[src/rtl/uart_pkg.sv]
// Shared types and line-level constants for the UART transmitter.
// The parity state is only reachable when UART_TX_PARITY_EN is defined.
package uart_pkg;

  typedef enum logic [2:0] {
    IDLE,
    ARM,
    START,
    DATA,
    PARITY,
    STOP
  } state_t;

  localparam logic TXD_IDLE  = 1'b1;
  localparam logic START_BIT = 1'b0;

endpackage

[src/rtl/uart_baud_tick.sv]
// Brings the asynchronous baud square wave into the clk domain and turns its rising
// edge into a one-clk tick, registered so that it arrives 3 clks after the baud edge.
module uart_baud_tick (
  input  logic clk,
  input  logic rst,
  input  logic baud,
  output logic tick
);

  logic r_sync1;
  logic r_sync2;
  logic r_prev;
  logic r_tick;

  always_ff @(posedge clk or negedge rst) begin
    if (!rst) begin
      r_sync1 <= 1'b0;
      r_sync2 <= 1'b0;
      r_prev  <= 1'b0;
      r_tick  <= 1'b0;
    end else begin
      r_sync1 <= baud;
      r_sync2 <= r_sync1;
      r_prev  <= r_sync2;
      r_tick  <= r_sync2 & ~r_prev;
    end
  end

  assign tick = r_tick;

endmodule

[src/rtl/uart_transmitter.sv]
// Single-byte UART serializer: start, DATA_BITS data bits LSB-first, optional parity, stop.
// Defining UART_TX_PARITY_EN inserts a parity cell (even, or odd when PARITY_ODD=1).
//
// state  | meaning
// IDLE   | line at mark, waiting for tran_start
// ARM    | request accepted, waiting for a baud edge to align the start bit
// START  | start bit on the line
// DATA   | data bits, shift register bit 0 on the line
// PARITY | parity bit on the line (UART_TX_PARITY_EN only)
// STOP   | stop bit on the line
module uart_transmitter
  import uart_pkg::*;
#(
  parameter int DATA_BITS  = 8,
  parameter bit PARITY_ODD = 1'b0
) (
  input  logic       clk,
  input  logic       rst,
  input  logic [7:0] trans_data,
  input  logic       tran_start,
  input  logic       baud,
  output logic       txd,
  output logic       tx_busy
);

  state_t     r_state;
  logic [7:0] r_shift;
  logic [3:0] r_cnt;
  logic       r_txd;
  logic       r_busy;
  logic       w_tick;

`ifdef UART_TX_PARITY_EN
  logic       r_parity;
`else
  logic       w_unused_parity_odd;
  assign w_unused_parity_odd = PARITY_ODD;
`endif

  uart_baud_tick u_baud_tick (
    .clk  (clk),
    .rst  (rst),
    .baud (baud),
    .tick (w_tick)
  );

  // txd is loaded on each transition with the value of the state being entered,
  // so the line changes on the same clk as the state.
  always_ff @(posedge clk or negedge rst) begin
    if (!rst) begin
      r_state  <= IDLE;
      r_shift  <= 8'd0;
      r_cnt    <= 4'd0;
      r_txd    <= TXD_IDLE;
      r_busy   <= 1'b0;
`ifdef UART_TX_PARITY_EN
      r_parity <= 1'b0;
`endif
    end else begin
      case (r_state)
        IDLE: begin
          r_txd <= TXD_IDLE;
          if (tran_start) begin
            r_shift  <= trans_data;
            r_cnt    <= 4'd0;
            r_busy   <= 1'b1;
            r_state  <= ARM;
`ifdef UART_TX_PARITY_EN
            r_parity <= PARITY_ODD;
`endif
          end else begin
            r_busy <= 1'b0;
          end
        end
        ARM: begin
          if (w_tick) begin
            r_state <= START;
            r_txd   <= START_BIT;
          end
        end
        START: begin
          if (w_tick) begin
            r_state <= DATA;
            r_txd   <= r_shift[0];
          end
        end
        DATA: begin
          if (w_tick) begin
            r_shift  <= r_shift >> 1;
            r_cnt    <= r_cnt + 4'd1;
`ifdef UART_TX_PARITY_EN
            r_parity <= r_parity ^ r_shift[0];
`endif
            if (r_cnt == 4'(DATA_BITS - 1)) begin
`ifdef UART_TX_PARITY_EN
              r_state <= PARITY;
              r_txd   <= r_parity ^ r_shift[0];
`else
              r_state <= STOP;
              r_txd   <= TXD_IDLE;
`endif
            end else begin
              r_txd <= r_shift[1];
            end
          end
        end
`ifdef UART_TX_PARITY_EN
        PARITY: begin
          if (w_tick) begin
            r_state <= STOP;
            r_txd   <= TXD_IDLE;
          end
        end
`endif
        STOP: begin
          r_txd <= TXD_IDLE;
          // tx_busy stays high here; IDLE clears it one clk later unless a new request is taken
          if (w_tick) begin
            r_state <= IDLE;
          end
        end
        default: begin
          r_state <= IDLE;
          r_txd   <= TXD_IDLE;
        end
      endcase
    end
  end

  assign txd     = r_txd;
  assign tx_busy = r_busy;

endmodule

[config.mk]
export PLATFORM = sky130hd
export DESIGN_NAME = uart_transmitter
export DESIGN_NICKNAME = d
export VERILOG_FILES = /design/src/rtl/uart_pkg.sv /design/src/rtl/uart_baud_tick.sv /design/src/rtl/uart_transmitter.sv
export SDC_FILE = /design/constraint.sdc
export NUM_CORES = 1
export LEC_CHECK = 0
export BUFFER_PORTS_ARGS = -buffer_cell sky130_fd_sc_hd__buf_2
export CAP_MARGIN = 40
export CORE_AREA = 2 2 56 53
export CTS_CLUSTER_SIZE = 16
export DETAILED_ROUTE_END_ITERATION = 7
export DIE_AREA = 0 0 58 55
export SLEW_MARGIN = 20
export SYNTH_ARGS = -nofsm -noshare
export SYNTH_HDL_FRONTEND = slang
export SYNTH_SLANG_ARGS = --single-unit
[constraint.sdc]
create_clock -name clk -period 1.5 [get_ports clk]
set_input_delay 0 -clock clk [delete_from_list [all_inputs] [get_ports clk]]
set_output_delay 0 -clock clk [all_outputs]
set_load 0.02 [all_outputs]
---- Word-level counts from Yosys, hierarchy flattened ----
Cells that the tools add are included.
storage, ports and cells
  register bits after elaboration ......... 21
  bits of input ports ..................... 12
  output and inout port bits .............. 2
  logic and storage cells ................. 47
operators by class
  $add $sub $neg .......................... 1
  equal/unequal tests ..................... 11
  mux-type cells .......................... 19
  bitwise logic cells ..................... 2
  reductions and logical operators ........ 5
operators by type and width
  operator                                       number
  2-to-1 mux 3 bit                               6
  2-to-1 mux 8 bit                               2
  one-hot mux 8 bit (2 select lines)             1
  one-hot mux 3 bit (5 select lines)             1
  2-to-1 mux 4 bit                               2
  != test 2 x 1 -> 1 bit, second input constant  4
  one-hot mux 4 bit (2 select lines)             1
  == test 3 x 2 -> 1 bit, second input constant  2
  AND reduction 3 bit                            2
  AND reduction 6 bit                            1
  2-to-1 mux 1 bit                               5
  adder 4 x 1 -> 4 bit, second input constant    1
  == test 4 x 3 -> 1 bit, second input constant  1
  != test 2 bit, second input constant           2
  == test 3 x 1 -> 1 bit, second input constant  1
  == test 3 bit, second input constant           1
  logical NOT 3 bit                              1
  one-hot mux 1 bit (3 select lines)             1
  nonzero test 2 bit                             1
  AND 1 bit                                      1
  inverter 1 bit                                 1

---- Logic depth before layout (Yosys ltp) ----
Gate-level depths: netlist of run 1.
  word-level depth ........................ 4
  gate-level depth with buffers ........... 5
  gate-level depth less buffers ........... 4

---- Cells and area by module ----
Synthesis of run 1 repeated with hierarchy kept, for this count alone.
second synthesis, totals
  cells, all modules ...................... 85
  area total of the unflattened synthesis .. 1,046.0 um^2
modules (own cells, without submodules)
  module            instances  cells each  area each (um^2)  sequential area each (um^2)
  uart_transmitter  1          80          932.1             426.7
  uart_baud_tick    1          5           113.9             100.1

---- Least setup slack after synthesis of run 1 ----
OpenSTA, ideal clock, no wires.
  path kind ............................... reg2reg
  from .................................... reg r_state[0]
  to ...................................... reg r_shift[1]
  library setup time ...................... 0.125 ns
  arrival time ............................ 1.407 ns
  data required time ...................... 1.375 ns
  path slack .............................. -0.032 ns
  stages on the path, launching flop included .. 5
  path buffers ............................ 1
  period minus slack after synthesis ...... 1.532 ns
  cell sequence ........................... dfrtp_1 -> or3b_4 -> a21oi_2 -> buf_6 -> mux2_4
on the way
  word-level cells in the longest chain between the ends .. 3
  elaborated cells on any way between the ends .. 7
  those cells by class .................... eq/ne (3); mux (1); reduce/logical (3)
ends and longest elaborated chain
  what                                                                RTL line                text
  from (decl)                                                         uart_transmitter.sv:26  state_t r_state;
  from (signal assigned)                                              uart_transmitter.sv:51  r_state <= IDLE;
  from (signal assigned)                                              uart_transmitter.sv:67  r_state <= ARM;
  from (signal assigned)                                              uart_transmitter.sv:77  r_state <= START;
  == test 3 x 2 -> 1 bit / logical NOT 3 bit (equally long branches)  uart_transmitter.sv:60  case (r_state)
  != test 2 x 1 -> 1 bit (no source line) (tied with other cells)     n/a
  AND reduction 3 bit (no source line)                                n/a
  to (signal assigned)                                                uart_transmitter.sv:64  r_shift <= trans_data;
  to (signal assigned)                                                uart_transmitter.sv:89  r_shift <= r_shift >> 1;
  to (decl)                                                           uart_transmitter.sv:27  logic [7:0] r_shift;
Several ways; a longest one is shown, not always the timed one.
A chain may end at the register's enable or synchronous reset.

---- Worst setup path after layout of run 1 ----
  from .................................... reg r_state[1]
  to ...................................... reg r_shift[6]
Same word-level chain as after synthesis.

==> results of run 1 <==
## metal layers
layer  GRT usage [%]  up-vias
met4            3.49        0
li1                -      360
met1            18.6      354
met3            4.19        2
met5               0        -
met2            18.2       16
## area by class of cell
cell class / instances / area, um^2 / share of cell area, %
Inverter: 5 / 18.8 / 1.44
Multi-Input combinational cell: 54 / 482 / 36.8
Tap cell: 30 / 37.5 / 2.87
Timing Repair Buffer: 30 / 215 / 16.5
Clock inverter: 1 / 5.00 / 0.383
Clock buffer: 3 / 22.5 / 1.72
Sequential cell: 21 / 527 / 40.3
## kinds of logic (layout without fill, tap and decap cells)
kind of cell | count (synthesis) | count (layout) | share of synthesized area [%]
compound gates | 15 | 15 | 8.76
mux | 16 | 16 | 21.2
buf+inv | 11 | 39 | 5.80
fa+ha+maj | 1 | 1 | 1.18
simple gates | 22 | 22 | 13.3
flops | 21 | 21 | 49.8
## worst max-delay path, cell delays in order, from the launching register on
cell	delay, ns
dfrtp_1	0.43
or3b_4	0.43
a21oi_4	0.16
buf_12	0.15
mux2_4	0.30
## sequential cells by signal, summed over array words and instances (netlist names)
| register | flops |
|---|---|
| u_baud_tick.r_sync2 | 1 |
| r_state | 3 |
| u_baud_tick.tick | 1 |
| u_baud_tick.r_prev | 1 |
| txd | 1 |
| tx_busy | 1 |
| r_cnt | 4 |
| r_shift | 8 |
| u_baud_tick.r_sync1 | 1 |
## what timing repair did
action / 4_1_cts / 5_1_grt
hold buffers: 4 / 0
gates resized for setup: 3 / 0
buffers inserted: 1 / 3
setup endpoints to repair: 7 / 9
hold endpoints to repair: 24 / 0
## layout by cell type (no fill, tap or decap), types with 2 or more instances in the layout
cell type and n:
dlygate4sd3_1 4, mux2_4 13, clkbuf_4 3, buf_2 13
dfrtp_1 20, and3b_1 3, nor2_1 2, o211ai_1 2
nand3_1 4, buf_4 12, a21oi_1 5, inv_1 5
nor2b_1 4, mux2_2 2, o21ai_0 4, nor3_1 2
## where the power goes
part / internal [mW] / total (mW) / switching [mW]
logic: 0.692 / 1.13 / 0.434
registers: 0.778 / 0.922 / 0.144
clock network: 0.0997 / 0.287 / 0.187
## final timing paths
check | cells after the start | slack (ns) | startpoint | to
worst min-delay path | 3 | 0.03 | trans_data[4] | r_shift[4]
worst max-delay path | 4 | -0.08 | r_state[1] | r_shift[6]
min in group asynchronous | 2 | 0.16 | rst | r_cnt[0]
worst min register to register | 0 | 0.36 | u_baud_tick.r_sync1 | u_baud_tick.r_sync2
worst max register to register | 4 | -0.08 | r_state[1] | r_shift[6]
max in group asynchronous | 2 | 1.00 | rst | txd
## through the flow
stage	area, um^2	power [mW]	instances	hold slack [ns]	setup WS, ns
floorplan	1060	1.71	86	-0.296	-0.0172
global placement	1200	1.94	132	-0.0206	-0.0637
finish	1310	2.33	144	0.0292	-0.0759
CTS	1280	2.29	141	0.0388	-0.0674
global route	1310	2.47	144	0.0236	-0.126
detailed placement	1200	1.97	132	-0.0166	-0.0947
==> out/qor.csv, run 1 <==
metric;value;unit
Leak;0.629;nW
Final min period;1.58;ns
port bufs;13;
met2 wire length;893;um
Critical Setup Path Class;flop to flop;
Max Cap Viol;0;
H-tree Lvls;1;
CTS tree;done;
f_max;635;MHz
worst-path maximum fanout;9;
Final period util;105;%
post-route setup TNS;-0.507;ns
Yosys reg bits;21;
largest net degree at the start of global routing;22;
power density cells;1790;nW/um^2
layout cells sized above 1;43.0;%
TritonCTS Buffers;3;
starting density of the core;40.5;%
Post-synth EDFFs;0;
clk_lat worst skew;0.31;ns
final core utilization;50.0;%
# rows;18;
Via-to-Cell Ratio;5.08;
IO Count;14;
Max Used Layer;met4;
max_slew headroom;69.0;%
Required @ worst endpoint;1.71;ns
CP Launch Type;flop;
top cells by count, synth;dfrtp_1 (20), mux2_4 (12), a21oi_1 (5), inv_1 (5);
Synth cell types;29;
residual DRC count;0;
Syn Nets;99;
Ant. Diodes;0;
Critical Path AT;1.78;ns
sequential element share of the synthesized area;49.8;%
post-DR wirelength/cell;13.8;um
post-synth top area share;47.3;%
layout overhead on the synthesized area;23.7;%
Clock Skew;0.00759;ns
Critical Path Sink Type;flop;
failing checks;negative setup slack;
RSZ-0062 raised after global routing;true;
CTS Root Cell;clkbuf_4;
Synth Instances;86;
Die X;58;um
yosys warns;0;
All-Layer GR Usage;12.8;%
setup slack after layout;-0.0759;ns
most common cell in the netlist;dfrtp_1;
clock sink count;21;
Primary FF master, synth;dfrtp_1;
initial antenna violation count;0;
Detail Placement HPWL;1.33;mm
VDD IR max;1.34;mV
max-slew violation count;0;
via count of the first global-routing pass;642;
Remaining Overflow, GRT;0;
CTS Buffer Depth;2;
status;finished with violations;
Slew @ Worst Pin;0.465;ns
Routed Antenna Nets;0;
First DRT Iteration DRCs;22;
FILL cells;239;
post-synthesis cell type with the largest combined area;dfrtp_1;
Detailed Route WL;1.99;mm
core area;2610;um^2
iteration count of the initial detailed-routing pass;4;
RD Place Congestion;0.769;
mapped cell area;1060;um^2
first-pass GRT wire length;3.02;mm
min-delay worst type;primary input to flop;
Clock transition at path regs;0.13;ns
DIE HEIGHT;55;um
async set-reset flop share out of synthesis;100;%
setup violators final;8;
number of hold violations in the final report;0;
WL met1;998;um
Die ar.;3190;um^2
syn_area_per_cell;12.3;um^2
synth top area cells;dfrtp_1 (47%), mux2_4 (17%), and3b_1 (3.3%);
total number of vias;732;
Nets;128;
Met3 Wirelength;88;um
Note: power is estimated with default switching activity, not from simulation.
==> run 2, diff against run 1 <==
--- a/config.mk
+++ b/config.mk
@@ -7,11 +7,12 @@
 export LEC_CHECK = 0
 export BUFFER_PORTS_ARGS = -buffer_cell sky130_fd_sc_hd__buf_2
 export CAP_MARGIN = 40
-export CORE_AREA = 2 2 56 53
+export CORE_AREA = 2 2 55 52
 export CTS_CLUSTER_SIZE = 16
 export DETAILED_ROUTE_END_ITERATION = 7
-export DIE_AREA = 0 0 58 55
+export DIE_AREA = 0 0 57 54
 export SLEW_MARGIN = 20
 export SYNTH_ARGS = -nofsm -noshare
 export SYNTH_HDL_FRONTEND = slang
+export SYNTH_HIERARCHICAL = 1
 export SYNTH_SLANG_ARGS = --single-unit
==> out/qor.csv, run 2 <==
metric;value;unit
status;finished with violations;
failing checks;negative setup slack;
Slew @ Worst Pin;0.454;ns
commonest non-fill, non-tap cell in the layout;dfrtp_1;
starting density of the core;40.7;%
iteration count of the initial detailed-routing pass;4;
Remaining Overflow, GRT;0;
clk_lat worst skew;0.30;ns
Via-to-Cell Ratio;5.19;
Primary FF master, synth;dfrtp_1;
CP Launch Type;flop;
met2 wire length;892;um
power density cells;1720;nW/um^2
area of the multi-input gates;464;um^2
Final min period;1.56;ns
Critical Path Sink Type;flop;
syn_area_per_cell;12.3;um^2
Yosys reg bits;21;
max_slew headroom;69.7;%
worst-path maximum fanout;5;
initial antenna violation count;0;
# rows;18;
Leak;0.594;nW
synth top area cells;dfrtp_1 (48%), mux2_2 (9.7%), mux2_4 (5.7%);
CP Cell Sequence;or3b_4, a21oi_4, buf_12, mux2_4;
Clock Skew;0.00573;ns
biggest regs;r_shift (8), r_cnt (4), r_state (3);
Max stage delay on crit path;0.41;ns
layout cells sized above 1;39.6;%
All-Layer GR Usage;14.6;%
RSZ-0062 raised after global routing;true;
port bufs;13;
Syn Nets;98;
sequential element share of the synthesized area;50.4;%
Ant. Diodes;0;
number of hold violations in the final report;0;
CTS tree;done;
clock sink count;21;
CTS Buffer Depth;2;
min-delay worst type;primary input to flop;
CTS Root Cell;clkbuf_4;
WL met1;863;um
largest net degree at the start of global routing;22;
slowest stage cell, crit path;or3b_4;
Detail Placement HPWL;1.29;mm
via count of the first global-routing pass;740;
f_max;643;MHz
post-DR wirelength/cell;13.0;um
Buf/Inv on CP;1;
Routed Antenna Nets;0;
Detailed Route WL;1.84;mm
Nets;125;
total power;2.21;mW
total number of vias;732;
RD Place Congestion;0.715;
IO Count;14;
Synth Instances;85;
Die X;57;um
residual DRC count;0;
most frequent cells in the layout;dfrtp_1 (20), buf_2 (13), mux2_2 (9), buf_4 (8), inv_1 (5);
yosys warns;6;
Critical Path AT;1.75;ns
final core utilization;50.0;%
first-pass GRT wire length;3.33;mm
most common cell in the netlist;dfrtp_1;
Required @ worst endpoint;1.70;ns
async set-reset flop share out of synthesis;100;%
CP top delay family;simple AND/OR/NAND/NOR gates;
Clock transition at path regs;0.11;ns
First DRT Iteration DRCs;13;
mapped cell area;1050;um^2
Max Cap Viol;0;
Final period util;104;%
DIE HEIGHT;54;um
register area;527;um^2
TritonCTS Buffers;3;
Post-synth EDFFs;0;
layout overhead on the synthesized area;22.8;%
post-synthesis cell type with the largest combined area;dfrtp_1;
Max Used Layer;met4;
setup violators final;8;
core area;2570;um^2
max-slew violation count;0;
post-synth top area share;47.8;%
H-tree Lvls;1;
Die ar.;3080;um^2
Met3 Wirelength;71;um
top cells by count, synth;dfrtp_1 (20), mux2_2 (9), buf_2 (5), inv_1 (5);
max reg flops;8;
Synth cell types;32;
largest register by flop count;r_shift;
Critical Setup Path Class;flop to flop;
setup slack after layout;-0.0558;ns
VDD IR max;0.979;mV
FILL cells;244;
==> run 2: cell families after synthesis <==
kind of cell / after synthesis / share of synthesized area, %
adders and majority gates: 1 / 1.20
and+or+nand+nor: 19 / 12.7
AOI/OAI and AO/OA: 16 / 11.2
DFF: 21 / 50.4
buffers and inverters: 11 / 5.26
muxes: 17 / 19.3
==> run 2: metrics by stage <==
stage / cells / cell area [um^2] / worst slack (ns) / hold WS [ns] / setup TNS [ns]
4_1_cts: 141 / 1280 / -0.0840 / 0.0207 / -0.494
3_5_place_dp: 131 / 1180 / -0.0620 / -0.0204 / -0.318
2_1_floorplan: 85 / 1050 / -0.0139 / -0.296 / -0.0556
5_1_grt: 141 / 1280 / -0.120 / 0.0391 / -0.965
3_3_place_gp: 131 / 1180 / -0.0460 / -0.0178 / -0.169
6_report: 141 / 1280 / -0.0558 / 0.0258 / -0.288
==> run 2: power by group <==
part / switching [mW] / total, mW / internal (mW)
Combinational: 0.449 / 1.06 / 0.607
Sequential: 0.115 / 0.884 / 0.769
Clock: 0.165 / 0.268 / 0.104
Total: 0.729 / 2.21 / 1.48
==> run 2: worst reg2reg max path, cell delays in order, from the launching register on <==
cell and delay (ns):
dfrtp_1 0.39, or3b_4 0.41, a21oi_4 0.20, buf_12 0.15, mux2_4 0.29
==> run 2: repair_timing <==
action | CTS | global route
hold buffers | 4 | 0
buffers inserted | 2 | 0
gates resized for setup | 2 | 3
setup endpoints to repair | 12 | 13
pin swaps | 2 | 1
hold endpoints to repair | 24 | 0
==> run 2: final timing paths <==
check | slack (ns) | endpoint | cells past startpoint | from
worst max register to register | -0.06 | r_shift[6] | 4 | r_state[0]
min in group asynchronous | 0.16 | r_cnt[3] | 2 | rst
max in group asynchronous | 1.00 | txd | 2 | rst
worst max-delay path | -0.06 | r_shift[6] | 4 | r_state[0]
worst min register to register | 0.36 | u_baud_tick/r_sync2 | 0 | u_baud_tick/r_sync1
worst min-delay path | 0.03 | r_shift[0] | 3 | trans_data[0]
==> run 2: final cells by class <==
class | count | area share (%)
sequential | 21 | 41.0
clock buffer | 4 | 2.04
inverter | 5 | 1.46
tap | 30 | 2.92
timing repair buffer | 28 | 16.5
multi-input combinational | 53 | 36.1
==> run 2: per-layer routing <==
layer / vias up / global-route usage [%]
li1: 359 / -
met1: 358 / 16.3
met2: 13 / 27.0
met3: 2 / 4.33
met4: 0 / 4.65
met5: - / 0
==> run 3, diff against run 2 <==
--- a/config.mk
+++ b/config.mk
@@ -7,10 +7,10 @@
 export LEC_CHECK = 0
 export BUFFER_PORTS_ARGS = -buffer_cell sky130_fd_sc_hd__buf_2
 export CAP_MARGIN = 40
-export CORE_AREA = 2 2 55 52
+export CORE_AREA = 2 2 53 55
 export CTS_CLUSTER_SIZE = 16
 export DETAILED_ROUTE_END_ITERATION = 7
-export DIE_AREA = 0 0 57 54
+export DIE_AREA = 0 0 55 57
 export SLEW_MARGIN = 20
 export SYNTH_ARGS = -nofsm -noshare
 export SYNTH_HDL_FRONTEND = slang
==> out/qor.csv, run 3 (synthesis results as in run 2) <==
metric;value;unit
First DRT Iteration DRCs;3;
biggest regs;r_shift (8), r_cnt (4), r_state (3);
Sw Share;33.7;%
port bufs;13;
most frequent cells in the layout;dfrtp_1 (20), buf_2 (13), buf_4 (8), mux2_4 (7), mux2_2 (6);
power density cells;1750;nW/um^2
Detailed Route WL;1.85;mm
Clock transition at path regs;0.13;ns
max reg flops;8;
DIE HEIGHT;57;um
layout cells sized above 1;43.4;%
sequential cell fraction of total power;38.0;%
combinational fraction of design power;49.8;%
number of hold violations in the final report;0;
iteration count of the initial detailed-routing pass;3;
Leak;0.616;nW
H-tree Lvls;1;
via count of the first global-routing pass;706;
placed cell areas;1190;um^2
largest register by flop count;r_shift;
Ant. Diodes;0;
internal power;1.58;mW
RD Place Congestion;0.676;
Routed Antenna Nets;0;
RSZ-0062 raised after global routing;true;
Die ar.;3140;um^2
Slew @ Worst Pin;0.464;ns
clock network fraction of total power;12.2;%
total number of vias;727;
VDD IR max;1.08;mV
worst-path maximum fanout;7;
Hold WS;0.0353;ns
Die X;55;um
Detail Placement HPWL;1.28;mm
setup slack after layout;-0.0446;ns
post-route cell area;1360;um^2
residual DRC count;0;
TritonCTS Buffers;3;
IO Count;14;
Nets;127;
CTS Buffer Depth;2;
f_max;647;MHz
CTS tree;done;
Critical Path Sink Type;flop;
dpl ws;-0.0704;ns
Sw Pwr;0.804;mW
Final min period;1.54;ns
All-Layer GR Usage;14.6;%
# rows;19;
first-pass GRT wire length;3.35;mm
max_slew headroom;69.1;%
max-slew violation count;0;
CTS Root Cell;clkbuf_4;
total power;2.38;mW
Final period util;103;%
CP Launch Type;flop;
Via-to-Cell Ratio;5.05;
setup violators final;8;
FILL cells;233;
commonest non-fill, non-tap cell in the layout;dfrtp_1;
starting density of the core;40.0;%
core area;2620;um^2
Remaining Overflow, GRT;0;
post-DR wirelength/cell;12.9;um
final core utilization;52.0;%
min-delay worst type;primary input to flop;
Clock Skew;0.00217;ns
failing checks;negative setup slack;
largest net degree at the start of global routing;22;
Max Cap Viol;0;
initial antenna violation count;0;
Critical Setup Path Class;flop to flop;
clock sink count;21;
Required @ worst endpoint;1.71;ns
layout overhead on the synthesized area;29.9;%
status;finished with violations;
Critical Path AT;1.75;ns
clk_lat worst skew;0.31;ns
run 3: path summary, 6_finish.rpt:
path	start	to	slack, ns	cells after the start
hold / removal	trans_data[3]	r_shift[3]	0.04	3
hold reg to reg	u_baud_tick/r_sync1	u_baud_tick/r_sync2	0.37	0
max in group asynchronous	rst	txd	1.00	2
setup reg to reg	r_state[1]	r_shift[5]	-0.04	4
min in group asynchronous	rst	tx_busy	0.15	2
setup / recovery	r_state[1]	r_shift[5]	-0.04	4
run 3: metrics by stage:
step	std cells	TNS, ns
6_report	144	-0.255
3_5_place_dp	132	-0.381
3_3_place_gp	132	-0.148
4_1_cts	142	-0.276
2_1_floorplan	85	-0.0556
5_1_grt	144	-0.561
run 3: power groups by stage:
stage               Sequential, mW  Combinational, mW  Clock [mW]
detailed placement           0.902               1.00           0
global route                 0.942               1.30       0.318
finish                       0.906               1.18       0.291
global placement             0.887              0.998           0
floorplan                    0.907              0.692           0
CTS                          0.893               1.07       0.299
run 3: what timing repair did:
action                                  4_1_cts  5_1_grt
pin swaps                                     2        2
hold buffers                                  5        0
setup buffers                                 1        2
resized for setup                             3        9
endpoints found under the setup margin       12       12
endpoints found under the hold margin        25        0
run 3: worst max-delay path, stage by stage (launching register included):
cell and delay (ns):
dfrtp_1 0.41, or3b_4 0.42, a21oi_4 0.18, buf_12 0.15, mux2_4 0.30
run 3: routing by layer:
metal	global-route usage, %	share of wire (%)
met5	0	0
met4	6.27	0.81
met3	2.36	3.1
met2	20.6	45
met1	22.1	51
run 3: cell type report:
class                   count  area [um^2]  share of cell area [%]
clock inverters             1         7.51                   0.552
flip-flops and latches     21          527                    38.8
multi-input cells          53          503                    37.0
clock buffers               3         22.5                    1.66
well taps                  31         38.8                    2.85
inverters                   5         18.8                    1.38
repair buffers             30          241                    17.8
